$ cat config.mk
export PLATFORM = sky130hd
export DESIGN_NAME = pio_cmd_bridge
export DESIGN_NICKNAME = d
export VERILOG_FILES = /design/src/rtl/pio_cmd_pkg.sv /design/src/rtl/pio_cmd_fifo.sv /design/src/rtl/pio_cmd_bridge.sv
export SDC_FILE = /design/constraint.sdc
export NUM_CORES = 1
export LEC_CHECK = 0
export ABC_AREA = 1
export BUFFER_PORTS_ARGS = -buffer_cell sky130_fd_sc_hd__buf_2
export CAP_MARGIN = 30
export CORE_UTILIZATION = 60
export CTS_BUF_LIST = sky130_fd_sc_hd__clkbuf_2
export DETAILED_ROUTE_END_ITERATION = 8
export MAX_ROUTING_LAYER = met4
export PLACE_DENSITY = 0.82
export SYNTH_ARGS = -nofsm -noshare
export SYNTH_HDL_FRONTEND = slang
export SYNTH_HIERARCHICAL = 1
export SYNTH_SLANG_ARGS = --single-unit
$ cat constraint.sdc
create_clock -name clk_clk -period 7.5 [get_ports clk_clk]
set_clock_uncertainty 0.05 [all_clocks]
set_input_delay 1.5 -clock clk_clk [delete_from_list [all_inputs] [get_ports clk_clk]]
set_output_delay 1.5 -clock clk_clk [all_outputs]
set_load 0.005 [all_outputs]
$ cat src/rtl/pio_cmd_pkg.sv
// pio_cmd_pkg
// Shared definitions for the HPS PIO command bridge:
//   - bit positions inside the 4-bit status flag vector
//   - command FSM state encoding
//   - data word reported when a command is forced to complete by the watchdog
package pio_cmd_pkg;

    localparam int FLG_DONE = 0;
    localparam int FLG_BUSY = 1;
    localparam int FLG_ERR  = 2;
    localparam int FLG_FULL = 3;

    typedef enum logic [1:0] {
        IDLE  = 2'd0,
        ISSUE = 2'd1,
        WAIT  = 2'd2
    } pio_state_e;

    // Wide enough for any practical DATA_W; users slice the low bits.
    localparam logic [63:0] TIMEOUT_DATA = '1;

endpackage

$ cat src/rtl/pio_cmd_fifo.sv
// pio_cmd_fifo
// Small synchronous FIFO holding instructions waiting to be issued.
// Simultaneous push and pop is supported in every state, including full:
// the head is read out while the new word is written behind it.
// Ports:
//   clk, rst_n        clock, asynchronous active-low reset
//   push, wr_data     write request and data (ignored when full without pop)
//   pop               read request (ignored when empty)
//   rd_data           current head word (valid while !empty)
//   full, empty       occupancy status
//   count             number of stored words (0..DEPTH)
module pio_cmd_fifo #(
    parameter int WIDTH = 29,
    parameter int DEPTH = 4
) (
    input  logic                       clk,
    input  logic                       rst_n,
    input  logic                       push,
    input  logic [WIDTH-1:0]           wr_data,
    input  logic                       pop,
    output logic [WIDTH-1:0]           rd_data,
    output logic                       full,
    output logic                       empty,
    output logic [$clog2(DEPTH):0]     count
);

    localparam int AW = $clog2(DEPTH);
    localparam int CW = AW + 1;

    logic [WIDTH-1:0] mem [DEPTH];
    logic [AW-1:0]    wr_ptr_reg;
    logic [AW-1:0]    rd_ptr_reg;
    logic [CW-1:0]    count_reg;
    logic             do_push;
    logic             do_pop;

    assign empty   = (count_reg == '0);
    assign full    = (count_reg == CW'(DEPTH));
    assign do_pop  = pop && !empty;
    assign do_push = push && (!full || do_pop);
    assign rd_data = mem[rd_ptr_reg];
    assign count   = count_reg;

    // Storage has no reset; only the pointers define what is valid.
    always_ff @(posedge clk) begin
        if (do_push) begin
            mem[wr_ptr_reg] <= wr_data;
        end
    end

    // DEPTH is a power of two, so the pointers wrap naturally.
    always_ff @(posedge clk or negedge rst_n) begin
        if (!rst_n) begin
            wr_ptr_reg <= '0;
            rd_ptr_reg <= '0;
            count_reg  <= '0;
        end else begin
            if (do_push) begin
                wr_ptr_reg <= wr_ptr_reg + AW'(1);
            end
            if (do_pop) begin
                rd_ptr_reg <= rd_ptr_reg + AW'(1);
            end
            count_reg <= count_reg + CW'(do_push) - CW'(do_pop);
        end
    end

endmodule

$ cat src/rtl/pio_cmd_bridge.sv
// pio_cmd_bridge
// Bridges the HPS lightweight-bridge PIOs (instruct/enable/data_out/flags)
// to a coprocessor valid/ready command port. Each rising edge of the
// synchronised enable strobe queues one instruction; queued instructions
// are issued one at a time and each result word is returned to the HPS.
// Optional feature macro: PIO_TIMEOUT_EN (watchdog forcing completion of a
// command whose response never arrives).
// Ports:
//   clk_clk, reset_reset_n   clock, asynchronous active-low reset
//   pio_instruct_export      instruction word from HPS
//   pio_enable_export        HPS submit strobe (rising edge = submit)
//   pio_data_out_export      last result data
//   pio_flags_export         {full, error, busy, done}
//   cmd_valid/cmd_ready/cmd_instr   command handshake to coprocessor
//   rsp_valid/rsp_data/rsp_err      one-cycle result from coprocessor
module pio_cmd_bridge
    import pio_cmd_pkg::*;
#(
    parameter int INSTR_W     = 29,
    parameter int DATA_W      = 8,
    parameter int DEPTH       = 4,
    parameter int SYNC_STAGES = 2,
    parameter int TIMEOUT_CYC = 1024
) (
    input  logic               clk_clk,
    input  logic               reset_reset_n,
    input  logic [INSTR_W-1:0] pio_instruct_export,
    input  logic               pio_enable_export,
    output logic [DATA_W-1:0]  pio_data_out_export,
    output logic [3:0]         pio_flags_export,
    output logic               cmd_valid,
    input  logic               cmd_ready,
    output logic [INSTR_W-1:0] cmd_instr,
    input  logic               rsp_valid,
    input  logic [DATA_W-1:0]  rsp_data,
    input  logic               rsp_err
);

    localparam int CW = $clog2(DEPTH) + 1;

    // ------------------------------------------------------------------
    // Enable synchroniser and rising-edge detector
    // ------------------------------------------------------------------
    logic en_sync;
    logic en_prev_reg;
    logic rise;

    generate
        if (SYNC_STAGES == 0) begin : g_sync_bypass
            assign en_sync = pio_enable_export;
        end else begin : g_sync
            logic [SYNC_STAGES-1:0] sync_reg;
            always_ff @(posedge clk_clk or negedge reset_reset_n) begin
                if (!reset_reset_n) begin
                    sync_reg <= '0;
                end else begin
                    sync_reg[0] <= pio_enable_export;
                    for (int i = 1; i < SYNC_STAGES; i++) begin
                        sync_reg[i] <= sync_reg[i-1];
                    end
                end
            end
            assign en_sync = sync_reg[SYNC_STAGES-1];
        end
    endgenerate

    always_ff @(posedge clk_clk or negedge reset_reset_n) begin
        if (!reset_reset_n) begin
            en_prev_reg <= 1'b0;
        end else begin
            en_prev_reg <= en_sync;
        end
    end

    assign rise = en_sync && !en_prev_reg;

    // ------------------------------------------------------------------
    // Instruction FIFO
    // ------------------------------------------------------------------
    pio_state_e          state_reg, state_next;
    logic [INSTR_W-1:0]  fifo_rd_data;
    logic                fifo_full;
    logic                fifo_empty;
    logic [CW-1:0]       fifo_count;
    logic [CW-1:0]       count_after;
    logic                pop;
    logic                push_ok;
    logic                drop;

    // The head is consumed only from IDLE; a full FIFO can still take a
    // new word in the same cycle the head leaves.
    assign pop         = (state_reg == IDLE) && !fifo_empty;
    assign push_ok     = rise && (!fifo_full || pop);
    assign drop        = rise && !push_ok;
    assign count_after = fifo_count + CW'(push_ok) - CW'(pop);

    pio_cmd_fifo #(
        .WIDTH (INSTR_W),
        .DEPTH (DEPTH)
    ) u_fifo (
        .clk     (clk_clk),
        .rst_n   (reset_reset_n),
        .push    (push_ok),
        .wr_data (pio_instruct_export),
        .pop     (pop),
        .rd_data (fifo_rd_data),
        .full    (fifo_full),
        .empty   (fifo_empty),
        .count   (fifo_count)
    );

    // ------------------------------------------------------------------
    // Command FSM and result/status registers
    // ------------------------------------------------------------------
    logic [INSTR_W-1:0] cmd_reg, cmd_next;
    logic [DATA_W-1:0]  data_reg, data_next;
    logic [3:0]         flags_reg, flags_next;
    logic               result;
    logic               result_err;

`ifdef PIO_TIMEOUT_EN
    localparam int WD_W = $clog2(TIMEOUT_CYC + 1);
    logic [WD_W-1:0] wd_reg, wd_next;

    always_ff @(posedge clk_clk or negedge reset_reset_n) begin
        if (!reset_reset_n) begin
            wd_reg <= '0;
        end else begin
            wd_reg <= wd_next;
        end
    end
`endif

    always_ff @(posedge clk_clk or negedge reset_reset_n) begin
        if (!reset_reset_n) begin
            state_reg <= IDLE;
            cmd_reg   <= '0;
            data_reg  <= '0;
            flags_reg <= '0;
        end else begin
            state_reg <= state_next;
            cmd_reg   <= cmd_next;
            data_reg  <= data_next;
            flags_reg <= flags_next;
        end
    end

    always_comb begin
        state_next = state_reg;
        cmd_next   = cmd_reg;
        data_next  = data_reg;
        flags_next = flags_reg;
        result     = 1'b0;
        result_err = 1'b0;
`ifdef PIO_TIMEOUT_EN
        wd_next    = '0;
`endif

        case (state_reg)
            IDLE: begin
                if (pop) begin
                    cmd_next   = fifo_rd_data;
                    state_next = ISSUE;
                end
            end
            ISSUE: begin
                if (cmd_ready) begin
                    state_next = WAIT;
                end
            end
            WAIT: begin
                // A real response on the watchdog's final cycle takes priority.
                if (rsp_valid) begin
                    data_next  = rsp_data;
                    result     = 1'b1;
                    result_err = rsp_err;
                    state_next = IDLE;
                end
`ifdef PIO_TIMEOUT_EN
                else if (wd_reg == WD_W'(TIMEOUT_CYC - 1)) begin
                    data_next  = TIMEOUT_DATA[DATA_W-1:0];
                    result     = 1'b1;
                    result_err = 1'b1;
                    state_next = IDLE;
                end else begin
                    wd_next = wd_reg + WD_W'(1);
                end
`endif
            end
            default: begin
                state_next = IDLE;
            end
        endcase

        // A result landing in the same cycle as a new submission leaves
        // done set: the completion is the more recent event.
        if (push_ok) begin
            flags_next[FLG_DONE] = 1'b0;
        end
        if (result) begin
            flags_next[FLG_DONE] = 1'b1;
        end

        // Error is sticky; a fresh submission to a fully idle bridge starts clean.
        if (push_ok && fifo_empty && (state_reg == IDLE)) begin
            flags_next[FLG_ERR] = 1'b0;
        end
        if (drop || (result && result_err)) begin
            flags_next[FLG_ERR] = 1'b1;
        end

        // Status reflects the state after this edge, not before it.
        flags_next[FLG_BUSY] = (count_after != '0) || (state_next != IDLE);
        flags_next[FLG_FULL] = (count_after == CW'(DEPTH));
    end

    assign cmd_valid           = (state_reg == ISSUE);
    assign cmd_instr           = cmd_reg;
    assign pio_data_out_export = data_reg;
    assign pio_flags_export    = flags_reg;

endmodule

==> qor.csv, run 1 <==
stage,metric,value,unit
logic_synthesis,yosys-mux-area-fraction,0,%
logic_synthesis,synth_top_family_by_area,simple AND/OR/NAND/NOR gates,
finish,drive_gt1_share,19.7,%
finish,post-route-util,68.4,%
logic_synthesis,synth-simple-area-share,15.0,%
finish,largest_reg_flops,116,
logic_synthesis,syn-mean-instance-area,11.6,µm²
logic_synthesis,synth_cell_type_count,26,
finish,fin_nets,710,
pwr,pwr-share-clk,18.8,%
logic_synthesis,synth_compound_area_share,6.57,%
cts,cts_max_level,4,
die,coreArea,10900,µm²
finish,num_antenna_cells,0,
drt,finalWirelength,12200,µm
pwr,power.internal,0.00181,W
sta,rsz0062_at_grt,no,
logic_synthesis,yosysWarnings,6,
logic_synthesis,syn_area,6710,µm²
logic_synthesis,synthTopCellsByArea,"edfxtp_1 (52%), dfrtp_1 (20%), nand2_1 (8.1%)",
grt,grt_max_degree,62,
critical_path,worstPathMaxFanout,34,
placed_design,dpl.hpwl,7050,µm
cts,ctsResizeCount,0,
finish,multi_input_area,1620,µm²
cts,numCtsBuffers,17,
sta,min_period,3.57,ns
critical_path,criticalPathCategory,flop to flop,
drt,vias,4318,
sta,finalMaxSlewViolations,0,
sta,max-slew-margin-rel,35.3,%
cts,cts_hold_buf,0,
sta,timing.final.crit_share,47.5,%
critical_path,critical-path-top-delay-family,simple AND/OR/NAND/NOR gates,
critical_path,crit_chain,"nor2_1, nand2_1, inv_1, inv_1, nand2_4, clkinv_2, ha_1, inv_1, ha_1, fa_1, or2_2, nor2_1, nand3_1",
sta,clock.fmax,280,MHz
critical_path,path_buf_inv,4,
cts,cts_tree,yes,
drt,drt-initial-drc-count,316,
sta,fin_tns_setup,0,ns
cts,cts_buffer_depth,2,
finish,syn_to_final_growth,11.0,%
die,start_util,61.6,%
logic_synthesis,synthXorXnorAreaFrac,0.261,%
pwr,seq_power_share,46.0,%
grt,grt_pass1_vias,4164,
hold_path,min_path_type,flop to flop,
grt,grt_overflow,0,
critical_path,arrival,4.09,ns
die,io_pins,85,
logic_synthesis,post-synth-top-area-fraction,51.9,%
run_status,status,finished clean,
placed_design,portBuffers,84,
cts,cts_root_buf,clkbuf_2,
cts,clk_latency,0.67,ns
logic_synthesis,synthCells,578,
pwr,cellLeakagePower,3.16,nW
critical_path,slowest_delay,0.53,ns
pwr,p_sw,0.00103,W
logic_synthesis,synthAdderAreaFrac,1.90,%
logic_synthesis,syn_nets,630,
run,maxCapViolCount,0,
critical_path,crit_path_top_delay_cell,clkinv_2,
sta,setup_violations,0,
logic_synthesis,yosys.area.top_type,edfxtp_1,
critical_path,worst_path_most_repeated_cell,inv_1,
drt,drc,0,
grt,track_usage,22.9,%
critical_path,required,8.02,ns
sta,finalHoldViolCount,0,
grt,grt_pass1_wl,19100,µm
critical_path,start_kind,flop,
sta,worstMarginPinSlew,0.968,ns
cts,clk_pin_slew,0.20,ns
die,fp-row-count,38,
cts,post-cts-setup-buffers,0,
cts,cts.sinks,169,
finish,regArea,4810,µm²
pwr,switching_share,36.4,%
drt,first_pass_iters,5,
critical_path,cp-end-kind,flop,
die,die_area,11600,µm²
drt,wire_per_inst,15.0,µm
pwr,vdd_ir_drop_max,0.267,mV
finish,regMostFlops,u_fifo/mem,
die,chipWidth,108,µm
drt,antenna_left,0,
pwr,comb_power_share,35.2,%
critical_path,r2r_slack,3.93,ns
logic_synthesis,ys_seq_area_share,71.7,%
die,die_h,108,µm
pwr,p_per_area,382,nW/µm²
finish,fillers,778,
placed_design,gp_congestion,0.803,
grt,antenna_found_initial,0,
logic_synthesis,ys_seq_elements,169,
drt,drt-vias-per-instance,5.32,
==> layer usage <==
layer / track usage, % / routed length (µm) / vias to the layer above
met5: - / 0 / -
met4: 7.05 / 77 / 0
met3: 5.63 / 842 / 8
met2: 39.1 / 6280 / 170
met1: 26.9 / 4990 / 2057
li1: - / - / 2083
==> per-stage QoR <==
step           total power [W]  hold slack, ns  std cells  instance area [µm²]  setup slack (ns)
2_1_floorplan          0.00207           0.281        578                 6710              4.55
3_3_place_gp           0.00226           0.283        779                 7160              4.13
3_5_place_dp           0.00232           0.287        779                 7160              3.92
4_1_cts                0.00286           0.326        811                 7440              3.91
5_1_grt                0.00304           0.339        811                 7440              3.64
6_report               0.00284           0.322        811                 7440              3.93
==> power groups by stage <==
stage	sequential (W)	clock, W	combinational [W]
2_1_floorplan	0.00132	0	0.000743
3_3_place_gp	0.00132	0	0.000941
3_5_place_dp	0.00133	0	0.000998
4_1_cts	0.00131	0.000546	0.00101
5_1_grt	0.00132	0.000585	0.00113
6_report	0.00131	0.000535	0.00100
==> worst paths after layout <==
path	startpoint	endpoint	cells past startpoint
setup / recovery	u_fifo/count[1]	pio_flags_export[1]	13
hold / removal	g_sync.sync_reg[0]	g_sync.sync_reg[1]	0
setup reg to reg	u_fifo/count[1]	pio_flags_export[1]	13
hold reg to reg	g_sync.sync_reg[0]	g_sync.sync_reg[1]	0
max in group asynchronous	reset_reset_n	cmd_instr[4]	2
min in group asynchronous	reset_reset_n	cmd_instr[19]	2
==> cell type report <==
type | count | area share, %
flip-flops and latches | 169 | 64.6
multi-input cells | 355 | 21.8
repair buffers | 86 | 5.85
clock inverters | 10 | 2.39
well taps | 140 | 2.35
inverters | 29 | 1.51
clock buffers | 22 | 1.48
==> synthesized netlist by cell type (all sizes together) <==
cell type and instances:
buf 20, clkbuf 5, clkinv 1, dfrtp 53
edfxtp 116, fa 2, ha 7, inv 28
nand2 145, nand3 8, nand3b 2, nand4 1
nor2 99, o21ai 88, or2 1, xnor2 2
==> placed cells by master, fill, tap and decap left out, types with 3 or more instances in the layout <==
cell type and instances:
ha_1 7, nor2_1 93, clkbuf_2 22, clkinv_2 4, nor2_4 5, bufinv_16 5, nand3_1 7, inv_1 24
edfxtp_1 116, nand2_1 144, o21ai_1 54, dfrtp_1 52, o21ai_0 34, buf_2 84, inv_2 3
==> worst register-to-register path, stage by stage (launching register included) <==
cell and delay, ns:
dfrtp_1 0.46, nor2_1 0.21, nand2_1 0.14, inv_1 0.09, inv_1 0.06, nand2_4 0.32
clkinv_2 0.53, ha_1 0.49, inv_1 0.04, ha_1 0.19, fa_1 0.42, or2_2 0.29
nor2_1 0.11, nand3_1 0.07
==> logic make-up (layout without fill, tap and decap cells) <==
kind of cell	count (synthesis)	after routing
buf+inv	54	147
simple gates	256	256
xor+xnor	2	2
fa+ha+maj	9	9
flops	169	169
compound gates	88	88
(Power assumes the default switching activity.)
==> inputs of run 2 (changes only) <==
--- a/config.mk
+++ b/config.mk
@@ -5,14 +5,14 @@
 export SDC_FILE = /design/constraint.sdc
 export NUM_CORES = 1
 export LEC_CHECK = 0
-export ABC_AREA = 1
+export ABC_AREA = 0
 export BUFFER_PORTS_ARGS = -buffer_cell sky130_fd_sc_hd__buf_2
 export CAP_MARGIN = 30
-export CORE_UTILIZATION = 60
+export CORE_UTILIZATION = 54
 export CTS_BUF_LIST = sky130_fd_sc_hd__clkbuf_2
 export DETAILED_ROUTE_END_ITERATION = 8
 export MAX_ROUTING_LAYER = met4
-export PLACE_DENSITY = 0.82
+export PLACE_DENSITY = 0.78
 export SYNTH_ARGS = -nofsm -noshare
 export SYNTH_HDL_FRONTEND = slang
 export SYNTH_HIERARCHICAL = 1
==> constraint.sdc (replaced) <==
create_clock -name clk_clk -period 3.05 [get_ports clk_clk]
set_clock_uncertainty 0.05 [all_clocks]
set_input_delay 0.61 -clock clk_clk [delete_from_list [all_inputs] [get_ports clk_clk]]
set_output_delay 0.61 -clock clk_clk [all_outputs]
set_load 0.005 [all_outputs]
==> run 2 against run 1 <==
  * The flow now finishes with violations (DRC)
  * Via count down 20%
  * Synthesized cell count down 37%
  * Clock-buffer cell count down 2
  * Final cell count down 19%
  * Critical endpoint unchanged
==> qor.csv, run 2 <==
stage,metric,value,unit,change
logic_synthesis,syn_area,6470,µm²,was 6710 µm²
pwr,p_per_area,902,nW/µm²,was 382 nW/µm²
sta,rsz0062_at_grt,no,,unchanged
die,fp-row-count,39,,was 38
drt,drt-initial-drc-count,181,,was 316
sta,finalMaxSlewViolations,0,,unchanged
drt,drt-vias-per-instance,5.25,,was 5.32
logic_synthesis,ys_async_sr_fraction,31.4,%,unchanged
grt,antenna_found_initial,0,,unchanged
sta,whs,0.0682,ns,was 0.322 ns
logic_synthesis,ys_seq_area_share,74.4,%,was 71.7%
finish,layout_commonest_cell,edfxtp_1,,was nand2_1
finish,layout_common_cells,"edfxtp_1 (116), nand2_1 (89), buf_2 (84), dfrtp_1 (52), dlygate4sd3_1 (30)",,"was nand2_1 (144), edfxtp_1 (116), nor2_1 (93), buf_2 (84), o21ai_1 (54)"
die,io_pins,85,,unchanged
drt,drc,8,,was 0
drt,first_pass_iters,6,,was 5
critical_path,required,3.59,ns,was 8.02 ns
sta,max-slew-margin-rel,47.4,%,was 35.3%
pwr,cellLeakagePower,3.13,nW,was 3.16 nW
sta,timing.final.crit_share,94.3,%,was 47.5%
sta,setup_violations,0,,unchanged
cts,cts_root_buf,clkbuf_2,,unchanged
drt,vias,3453,,was 4318
drt,finalWirelength,11400,µm,was 12200 µm
cts,clk_latency,0.71,ns,was 0.67 ns
grt,track_usage,20.9,%,was 22.9%
logic_synthesis,synth_edf_count,116,,unchanged
logic_synthesis,synthTopCellsByArea,"edfxtp_1 (54%), dfrtp_1 (21%), mux4_2 (10%)",,"was edfxtp_1 (52%), dfrtp_1 (20%), nand2_1 (8.1%)"
die,die_h,111,µm,was 108 µm
finish,fillers,791,,was 778
grt,grt_overflow,0,,unchanged
cts,cts_tree,yes,,unchanged
finish,drive_gt1_share,35.3,%,was 19.7%
run_status,status,"complete, but fails checks",,was finished clean
run_status,violations,DRC,,
cts,post-cts-setup-buffers,0,,unchanged
logic_synthesis,syn-mean-instance-area,17.7,µm²,was 11.6 µm²
die,start_util,55.9,%,was 61.6%
cts,numCtsBuffers,17,,unchanged
cts,cts_max_level,4,,unchanged
logic_synthesis,synth_cell_type_count,36,,was 26
hold_path,min_path_type,primary input to flop,,was flop to flop
die,coreArea,11600,µm²,was 10900 µm²
cts,clk_pin_slew,0.20,ns,about the same
grt,grt_pass1_vias,3756,,was 4164
drt,antenna_left,0,,unchanged
pwr,vdd_ir_drop_max,0.450,mV,was 0.267 mV
logic_synthesis,syn_nets,418,,was 630
finish,regArea,4810,µm²,unchanged
sta,clock.fmax,348,MHz,was 280 MHz
finish,final_cells,658,,was 811
finish,num_antenna_cells,0,,unchanged
placed_design,dp.cells,596,,was 779
logic_synthesis,yosys.cell_count.top_type,edfxtp_1,,was nand2_1
cts,cts.sinks,169,,unchanged
sta,finalHoldViolCount,0,,unchanged
logic_synthesis,synthCells,366,,was 578
critical_path,start_kind,flop,,unchanged
finish,syn_to_final_growth,19.3,%,was 11.0%
cts,cts_buffer_depth,2,,unchanged
finish,regMostFlops,u_fifo/mem,,unchanged
placed_design,gp_congestion,0.739,,was 0.803
run,maxCapViolCount,0,,unchanged
drt,wire_per_inst,17.3,µm,was 15.0 µm
finish,largest_reg_flops,116,,unchanged
logic_synthesis,synth_common_cells,"edfxtp_1 (116), nand2_1 (89), dfrtp_1 (53)",,"was nand2_1 (144), edfxtp_1 (116), nor2_1 (97)"
placed_design,portBuffers,84,,unchanged
sta,worstMarginPinSlew,0.789,ns,was 0.968 ns
logic_synthesis,post-synth-top-area-fraction,53.8,%,was 51.9%
placed_design,dp_slack,0.184,ns,was 3.92 ns
logic_synthesis,yosysWarnings,6,,unchanged
die,chipWidth,111,µm,was 108 µm
die,die_area,12400,µm²,was 11600 µm²
grt,grt_max_degree,36,,was 62
finish,multi_input_area,1500,µm²,was 1620 µm²
critical_path,arrival,3.42,ns,was 4.09 ns
critical_path,worstPathMaxFanout,5,,was 34
logic_synthesis,yosys.area.top_type,edfxtp_1,,unchanged
logic_synthesis,ys_seq_elements,169,,unchanged
critical_path,criticalPathCategory,flop to flop,,unchanged
finish,fin_nets,554,,was 710
placed_design,dpl.hpwl,7240,µm,was 7050 µm
sta,setup_slack,0.172,ns,was 3.93 ns
logic_synthesis,synth_ff_type,edfxtp_1,,unchanged
sta,min_period,2.88,ns,was 3.57 ns
critical_path,cp-end-kind,flop,,unchanged
grt,grt_pass1_wl,18800,µm,was 19100 µm
sta,fin_tns_setup,0,ns,unchanged
==> run 2: cell count changes in the layout (fill, tap and decap cells not counted), moves of 12 or more <==
cell and delta:
nand2_1 -55, o21ai_1 -53, inv_1 -13, nor2_1 -90, mux4_2 +29, o21ai_0 -33
buf_4 +12, dlygate4sd3_1 +30
==> run 2: final cells by class <==
cell class                      count  area share [%]
Clock buffer                       20            1.30
Clock inverter                     12            2.58
Inverter                           12           0.649
Multi-Input combinational cell    171            19.4
Sequential cell                   169            62.3
Tap cell                          143            2.32
Timing Repair Buffer              131            11.4
==> run 2: report_power, final <==
group	total, W	internal, W	switching, W	leakage [nW]
logic	0.00231	0.00115	0.00116	1.27
clock network	0.00136	0.000630	0.000728	0.170
registers	0.00329	0.00298	0.000314	1.69
total	0.00696	0.00476	0.00220	3.13
==> run 2: final timing paths <==
check / endpoint / slack, ns / depth (start not counted) / start
min in group asynchronous: cmd_instr[5] / 0.43 / 2 / reset_reset_n
max: pio_flags_export[1] / 0.17 / 11 / u_fifo/count[2]
min reg2reg: g_sync.sync_reg[1] / 0.35 / 0 / g_sync.sync_reg[0]
max in group asynchronous: cmd_instr[15] / 1.84 / 3 / reset_reset_n
max reg2reg: pio_flags_export[1] / 0.17 / 11 / u_fifo/count[2]
min: u_fifo/mem[1][21] / 0.07 / 1 / pio_instruct_export[21]
==> run 2: repair_timing <==
action                                  CTS  global route
hold buffers                             30             0
hold endpoints to repair                121             0
gates resized for setup                   0             1
endpoints found under the setup margin    0             1
==> run 2: per-layer routing <==
| layer | up-vias | track usage, % | share of wire [%] |
|---|---|---|---|
| met4 | 0 | 8.20 | 1.9 |
| met2 | 94 | 34.0 | 50 |
| met5 | - | - | 0 |
| met3 | 18 | 4.79 | 4.4 |
| li1 | 1610 | - | - |
| met1 | 1731 | 25.8 | 44 |
==> run 2: cell families (layout without fill, tap and decap cells) <==
group / after synthesis / in the layout / share of synthesized area, %
adder cells (fa/ha/maj): 9 / 9 / 1.97
AND/OR/NAND/NOR: 108 / 108 / 7.08
multiplexers: 38 / 38 / 11.7
buffers and inverters: 26 / 175 / 2.55
XOR/XNOR: 7 / 7 / 0.948
flip-flops: 169 / 169 / 74.4
AO/OA/AOI/OAI: 9 / 9 / 1.37
==> run 2: critical path, stage by stage, from the launching register on <==
cell and delay, ns:
dfrtp_1 0.52, nor3_1 0.10, or3_2 0.50, a21oi_4 0.21, inv_1 0.06, ha_1 0.26
inv_1 0.03, ha_1 0.18, fa_1 0.38, xnor2_1 0.15, xnor2_1 0.20, nand4_1 0.12
==> run 2: stage by stage <==
step                utilization, %  area (µm²)  power, W
finish                        66.7        7720   0.00696
global route                  66.7        7720   0.00741
CTS                           66.7        7710   0.00703
detailed placement            61.5        7110   0.00565
global placement              61.5        7110   0.00555
floorplan                        -        6470   0.00492
